**src/rtl/operand_negate_seq_8b_if.sv**
```systemverilog
// Handshake bundle for operand_negate_seq_8b: operand request side and result side.
// The flag signals exist only when NEG_FLAGS_EN is defined.
interface operand_negate_seq_8b_if;
  logic       input_valid;
  logic       output_ready;
  logic [7:0] input_a;
  logic [1:0] input_mode;
  logic       output_valid;
  logic       input_ready;
  logic [7:0] output_z;
  logic       output_carry;
`ifdef NEG_FLAGS_EN
  logic       output_overflow;
  logic       output_zero;

  modport master (
    output input_valid, input_a, input_mode, input_ready,
    input  output_ready, output_valid, output_z, output_carry, output_overflow, output_zero
  );
  modport slave (
    input  input_valid, input_a, input_mode, input_ready,
    output output_ready, output_valid, output_z, output_carry, output_overflow, output_zero
  );
`else
  modport master (
    output input_valid, input_a, input_mode, input_ready,
    input  output_ready, output_valid, output_z, output_carry
  );
  modport slave (
    input  input_valid, input_a, input_mode, input_ready,
    output output_ready, output_valid, output_z, output_carry
  );
`endif
endinterface

```
**src/rtl/operand_negate_seq_8b.sv**
```systemverilog
// Sequenced pass / invert / negate / abs stage ahead of the ALU B port, one operation in flight.
// Optional macro NEG_FLAGS_EN adds registered output_overflow and output_zero flags.

module bitwise_inverter_8b (
  input  logic [7:0] input_a,
  input  logic       input_enable,
  output logic [7:0] output_z
);
  // Conditional one's complement.
  always_comb begin
    if (input_enable) begin
      output_z = ~input_a;
    end else begin
      output_z = input_a;
    end
  end
endmodule

module operand_negate_seq_8b #(
  parameter int WIDTH = 8
) (
  input  logic                   input_clock,
  input  logic                   input_reset_n,
  operand_negate_seq_8b_if.slave bus
);

  typedef enum logic [1:0] {
    ST_IDLE      = 2'd0,
    ST_INVERT    = 2'd1,
    ST_INCREMENT = 2'd2,
    ST_DONE      = 2'd3
  } state_e;

  state_e           state_q, state_d;
  logic [WIDTH-1:0] a_q, a_d;
  logic [1:0]       mode_q, mode_d;
  logic [WIDTH-1:0] inv_q, inv_d;
  logic [WIDTH-1:0] sum_q, sum_d;
  logic             carry_q, carry_d;
`ifdef NEG_FLAGS_EN
  logic             ovf_q, ovf_d;
  logic             zero_q, zero_d;
`endif

  logic             inv_en_s;
  logic             cin_s;
  logic             ready_s;
  logic             accept_s;
  logic [WIDTH-1:0] inv_out_s;
  logic [WIDTH:0]   sum9_s;

  // Abs only inverts (and later adds one) when the operand is negative.
  always_comb begin
    inv_en_s = (mode_q == 2'b01) | (mode_q == 2'b10) | ((mode_q == 2'b11) & a_q[WIDTH-1]);
    cin_s    = inv_en_s & (mode_q != 2'b01);
    sum9_s   = {1'b0, inv_q} + {{WIDTH{1'b0}}, cin_s};
    ready_s  = (state_q == ST_IDLE) & input_reset_n;
    accept_s = bus.input_valid & ready_s;
  end

  bitwise_inverter_8b u_inverter (
    .input_a      (a_q),
    .input_enable (inv_en_s),
    .output_z     (inv_out_s)
  );

  // Next-state and datapath updates.
  always_comb begin
    state_d = state_q;
    a_d     = a_q;
    mode_d  = mode_q;
    inv_d   = inv_q;
    sum_d   = sum_q;
    carry_d = carry_q;
`ifdef NEG_FLAGS_EN
    ovf_d   = ovf_q;
    zero_d  = zero_q;
`endif
    case (state_q)
      ST_IDLE: begin
        if (accept_s) begin
          a_d     = bus.input_a;
          mode_d  = bus.input_mode;
          state_d = ST_INVERT;
        end else begin
          state_d = ST_IDLE;
        end
      end
      ST_INVERT: begin
        inv_d   = inv_out_s;
        state_d = ST_INCREMENT;
      end
      ST_INCREMENT: begin
        carry_d = sum9_s[WIDTH];
        sum_d   = sum9_s[WIDTH-1:0];
`ifdef NEG_FLAGS_EN
        ovf_d   = ((mode_q == 2'b10) | (mode_q == 2'b11)) & (a_q == 8'h80);
        zero_d  = (sum9_s[WIDTH-1:0] == 8'h00);
`endif
        state_d = ST_DONE;
      end
      ST_DONE: begin
        if (bus.input_ready) begin
          state_d = ST_IDLE;
        end else begin
          state_d = ST_DONE;
        end
      end
      default: begin
        state_d = ST_IDLE;
      end
    endcase
  end

  // State and datapath registers; reset aborts any transaction in flight.
  always_ff @(posedge input_clock) begin
    if (!input_reset_n) begin
      state_q <= ST_IDLE;
      a_q     <= 8'h00;
      mode_q  <= 2'b00;
      inv_q   <= 8'h00;
      sum_q   <= 8'h00;
      carry_q <= 1'b0;
`ifdef NEG_FLAGS_EN
      ovf_q   <= 1'b0;
      zero_q  <= 1'b0;
`endif
    end else begin
      state_q <= state_d;
      a_q     <= a_d;
      mode_q  <= mode_d;
      inv_q   <= inv_d;
      sum_q   <= sum_d;
      carry_q <= carry_d;
`ifdef NEG_FLAGS_EN
      ovf_q   <= ovf_d;
      zero_q  <= zero_d;
`endif
    end
  end

  assign bus.output_ready    = ready_s;
  assign bus.output_valid    = (state_q == ST_DONE);
  assign bus.output_z        = sum_q;
  assign bus.output_carry    = carry_q;
`ifdef NEG_FLAGS_EN
  assign bus.output_overflow = ovf_q;
  assign bus.output_zero     = zero_q;
`endif

endmodule

```
**src/flat_wrapper.sv**
```systemverilog
// flat-port wrapper written by rule: the top's interface ports become plain ports
module operand_negate_seq_8b_flat 
#(
  parameter int WIDTH = 8
)
  (input_clock, input_reset_n, bus_input_valid, bus_input_a, bus_input_mode, bus_input_ready, bus_output_ready, bus_output_valid, bus_output_z, bus_output_carry);
  operand_negate_seq_8b_if bus_i ();
  input  logic input_clock;
  input  logic input_reset_n;
  input wire logic [$bits(bus_i.input_valid)-1:0] bus_input_valid;
  input wire logic [$bits(bus_i.input_a)-1:0] bus_input_a;
  input wire logic [$bits(bus_i.input_mode)-1:0] bus_input_mode;
  input wire logic [$bits(bus_i.input_ready)-1:0] bus_input_ready;
  output wire logic [$bits(bus_i.output_ready)-1:0] bus_output_ready;
  output wire logic [$bits(bus_i.output_valid)-1:0] bus_output_valid;
  output wire logic [$bits(bus_i.output_z)-1:0] bus_output_z;
  output wire logic [$bits(bus_i.output_carry)-1:0] bus_output_carry;
  assign bus_i.input_valid = bus_input_valid;
  assign bus_i.input_a = bus_input_a;
  assign bus_i.input_mode = bus_input_mode;
  assign bus_i.input_ready = bus_input_ready;
  assign bus_output_ready = bus_i.output_ready;
  assign bus_output_valid = bus_i.output_valid;
  assign bus_output_z = bus_i.output_z;
  assign bus_output_carry = bus_i.output_carry;
  operand_negate_seq_8b #(.WIDTH(WIDTH)) u_core (.input_clock(input_clock), .input_reset_n(input_reset_n), .bus(bus_i));
endmodule
```
**config.mk**
```make
export PLATFORM = sky130hd
export DESIGN_NAME = operand_negate_seq_8b_flat
export DESIGN_NICKNAME = d
export VERILOG_FILES = /design/src/rtl/operand_negate_seq_8b_if.sv /design/src/rtl/operand_negate_seq_8b.sv /design/src/flat_wrapper.sv
export SDC_FILE = /design/constraint.sdc
export NUM_CORES = 1
export LEC_CHECK = 0
export CORE_ASPECT_RATIO = 0.5
export CORE_MARGIN = 10
export CORE_UTILIZATION = 35
export DETAILED_ROUTE_END_ITERATION = 16
export HOLD_SLACK_MARGIN = 0.08
export REMOVE_ABC_BUFFERS = 1
export SETUP_SLACK_MARGIN = 0.1
export SYNTH_ARGS = -nofsm -noshare
export SYNTH_HDL_FRONTEND = slang
export SYNTH_HIERARCHICAL = 1
export SYNTH_SLANG_ARGS = --single-unit
```
**constraint.sdc**
```tcl
create_clock -name input_clock -period 2.9 [get_ports input_clock]
set_input_delay 0.58 -clock input_clock [delete_from_list [all_inputs] [get_ports input_clock]]
set_output_delay 0.58 -clock input_clock [all_outputs]
set_load 0.05 [all_outputs]
```
* Word-level counts from Yosys, hierarchy flattened *
Index checks and enable logic that the tools add are counted.

word-level totals
  memories kept = 0
  RAM bits = 0
  logic and storage cells = 27
  output and inout port bits = 11
  register bits after elaboration = 29
  bits in latches = 0
  bits of input ports = 14
  ROM bits = 0

cells by class
  bitwise gates (word level) = 7
  shifts and indexed selects = 0
  $lt $le $gt $ge = 0
  reductions and logical operators = 2
  eq/ne operators = 7
  $mul = 0
  multiplexer cells = 4
  divide/modulo/power cells = 0
  add/subtract/negate cells = 1

operator list
  operator                                                                 count
  8-bit by 1-bit adder with 9-bit output                                   1
  2-bit equality test, second input constant                               4
  8-bit two-way mux                                                        1
  8-bit inverter                                                           1
  2-bit one-hot mux with 4 select lines                                    1
  1-bit bitwise AND                                                        4
  2-bit by 1-bit equality test with 1-bit output, second input constant    2
  2-bit zero test                                                          1
  2-bit two-way mux                                                        1
  2-bit by 1-bit inequality test with 1-bit output, second input constant  1
  1-bit bitwise OR                                                         2
  2-bit AND reduction                                                      1
  1-bit two-way mux                                                        1

* Logic depth before layout (Yosys ltp) *
  depth after elaboration = 5
  mapped depth = 8
  gate-level depth less buffers = 8

* By module *
The synthesis kept the hierarchy.

by module, submodules not included
  module                 cells an instance  seq. area each (um^2)  instances  area an instance (um^2)
  operand_negate_seq_8b  141                580.6                  1          1321.3
  bitwise_inverter_8b    9                  0.0                    1          81.3

* Least setup slack after synthesis *
No wires, ideal clock.

  path type = input to output
  start = input input_reset_n
  end = output bus_output_ready
  arrival = 1.960 ns
  path buffers = 1
  required time = 2.320 ns
  stages = 2
  path slack = 0.360 ns
  cells stage by stage = clkbuf_1 -> nor3b_1

on the way
  cells in the longest elaborated chain, start to end = 1

RTL lines
  what               RTL line                     RTL
  start, declared    flat_wrapper.sv:9            input logic input_reset_n;
  1-bit bitwise AND  operand_negate_seq_8b.sv:57  ready_s = (state_q == ST_IDLE) & input_reset_n;
  end, declared      flat_wrapper.sv:14           output wire logic [$bits(bus_i.output_ready)-1:0] bus_output_ready;

No other way between the ends.

* Final worst setup path *
  start = input u_core.state_q[0]
  end = output bus_output_valid

on the way
  cells in the longest elaborated chain, start to end = 1

RTL lines
  what                 RTL line                      RTL
  start, declared      operand_negate_seq_8b.sv:34   state_e state_q, state_d;
  2-bit equality test  operand_negate_seq_8b.sv:143  assign bus.output_valid = (state_q == ST_DONE);
  end, declared        flat_wrapper.sv:15            output wire logic [$bits(bus_i.output_valid)-1:0] bus_output_valid;

No other way between the ends.

==> run metrics <==
status=finished, final reports clean; final RePlAce weighted congestion=0.705; core area=slightly below 4000 sq um; CTS tree=built; most frequent cells in the layout=nand2_1, dfxtp_1, clkdlybuf4s50_1; First DRT Iteration DRCs=24; busiest grt layer=met2; Synth-to-Final Area Change=24.2%; Synth Cell Area=approximately 1400 sq um; initial antenna violation count=0; RSZ-0062 raised after global routing=no; Net count, final=190; Setup Buffers After CTS=0; sequential-to-total area share from yosys stat=41.4%; wire per inst=11.9 um; pin count of the biggest net entering global routing=32; vias after detailed routing=1007; Max Clock Skew=5.44 ps; CTS H-tree lvls=2; Clk pin slew, worst setup/hold paths=60 ps; PnR worst setup slack=roughly 500 ps; min Tclk post-route=2410 ps; GR Layer Usage met2=11.2%; Via density=~4.5; Setup CP Type=flip-flop to output port; Initial Utilization=36.1%; Overflow after GRT=0; clk_lat worst skew=between 200 and 300 ps; FF+latch count, synth=29; crit path max fanout=11; WL final=2690 um; CP required=2320 ps; first-pass GRT wire length=4630 um; Hold Crit Start=u_core/bus.output_carry; Max Cap Violations=0; PostCTS Resize Cnt=0; antenna cell count=0; clock sinks=29; most common cell after layout, fill and taps aside=nand2_1; Setup crit end kind=output port; Max VDD drop=0.135 mV; Slew headroom=64.4%; IO Port Bufs=24; Pleak=just over 0.0007 uW; DRC=0; DP HPWL=1990 um; Setup crit start=u_core/state_q[0]; FMAX=0.415 GHz; TNS Setup=0 ps; Finished Layout Cells=226; area of the die=7090 sq um; Hold Buf Count CTS=0; Global Route met3 Usage=3.45%; die width=110 um; Final setup viols=0; Routed Antenna Nets=0; Initial DRT Pass Iterations=4; WP data arrival=1830 ps; clk buf depth=2; pre-CTS setup slack=605 ps; post-synthesis instance total=150; Syn Area/Cell=9.35 sq um; Root Driver=clkbuf_8; vias in the first global route=962; area share of the largest cell type after synthesis=41.4%; post-layout util=44.8%; Tcrit/Tclk final=83.2%; warnings from Yosys=6; Inst Count DP=~220; Top Ports=25; Final Hold Vio Count=0; top cells by area, synth=dfxtp_1, nand2_1, xor2_1, mux2i_1, a21boi_1; met1 Resource Use GR=10.6%; post-synth cell types=33; chip height=64.8 um; Area after DPL=1660 sq um; Synth area leader=dfxtp_1; Worst Hold Class=flip-flop to flip-flop; row count=16; max-slew violation count=0; Least-Margin Pin Slew=533 ps; FF-to-FF Start=u_core/mode_q[1]; crit path launch type=flip-flop; design area=1740 sq um; number of buffers created by CTS=5; Power Dens Cells=533 nW/um^2; GRT Util Overall=8.05%; fraction of layout cells with a size suffix above 1=under 10%
## logic make-up after synthesis
logic type / share of synthesized area (%)
AO/OA/AOI/OAI: 13.6
XOR/XNOR: 6.87
adder cells (fa/ha/maj): 3.57
buffers and inverters: 5.44
flip-flops: 41.4
multiplexers: 5.71
AND/OR/NAND/NOR: 23.5
## path summary, 6_finish.rpt
kind / to / slack [ps] / depth (start not counted)
setup / recovery: bus_output_valid / 490 / 2
hold / removal: u_core/bus.output_carry / 460 / 2
setup reg to reg: u_core/bus.output_z[4] / 1060 / 8
hold reg to reg: u_core/bus.output_carry / 460 / 2
## report_power, final
part | switching [uW] | internal, uW | total [uW]
clock network | 138 | 188 | 326
logic | 86.3 | 74.2 | 161
registers | 21.2 | 420 | 442
## per-stage QoR
step                hold WS (ps)  total power, uW
global route                 478              980
finish                       462              928
CTS                          466              941
floorplan                    447              549
global placement             455              610
detailed placement           457              613
## registers in the layout, indices dropped and copies added, names as in the netlist
signal / cells
u_core/bus.output_carry: 1
u_core/a_q: 8
u_core/inv_q: 8
u_core/bus.output_z: 8
u_core/mode_q: 2
u_core/state_q: 2
## Yosys cell counts
| master | n |
|---|---|
| a211oi_1 | 2 |
| a21boi_0 | 3 |
| a21boi_1 | 10 |
| a21oi_1 | 4 |
| a31oi_1 | 2 |
| and2_1 | 2 |
| and3_1 | 1 |
| and4_1 | 2 |
| and4_2 | 1 |
| buf_2 | 1 |
| buf_4 | 3 |
| buf_6 | 3 |
| clkbuf_1 | 3 |
| dfxtp_1 | 29 |
| ha_1 | 4 |
| inv_1 | 1 |
| mux2i_1 | 8 |
| nand2_1 | 30 |
| nand2b_1 | 2 |
| nand3_1 | 1 |
| nand3_2 | 1 |
| nand4_1 | 1 |
| nand4bb_1 | 1 |
| nor2b_1 | 10 |
| nor2b_4 | 1 |
| nor3_1 | 2 |
| nor3b_1 | 1 |
| nor4bb_4 | 1 |
| o211a_1 | 1 |
| o21ai_0 | 7 |
| or3_1 | 1 |
| xnor2_1 | 1 |
| xor2_1 | 10 |
## layer usage
layer / vias to the layer above / share of wire [%]
li1: 551 / -
met4: 0 / 1.2
met5: - / 0
met1: 439 / 51
met2: 15 / 42
met3: 2 / 5.5
## critical path, stage by stage (launching register included)
cell	delay, ps
dfxtp_1	580
and2_1	180
clkdlybuf4s50_1	800
## final cells by class
cell class / instances / area (sq um)
Fill cell: 395 / 2140
Multi-Input combinational cell: 110 / 746
Sequential cell: 29 / 581
Timing Repair Buffer: 25 / 258
Clock buffer: 7 / 86.3
Tap cell: 54 / 67.6
Inverter: 1 / 3.75
(Power assumes the default switching activity.)
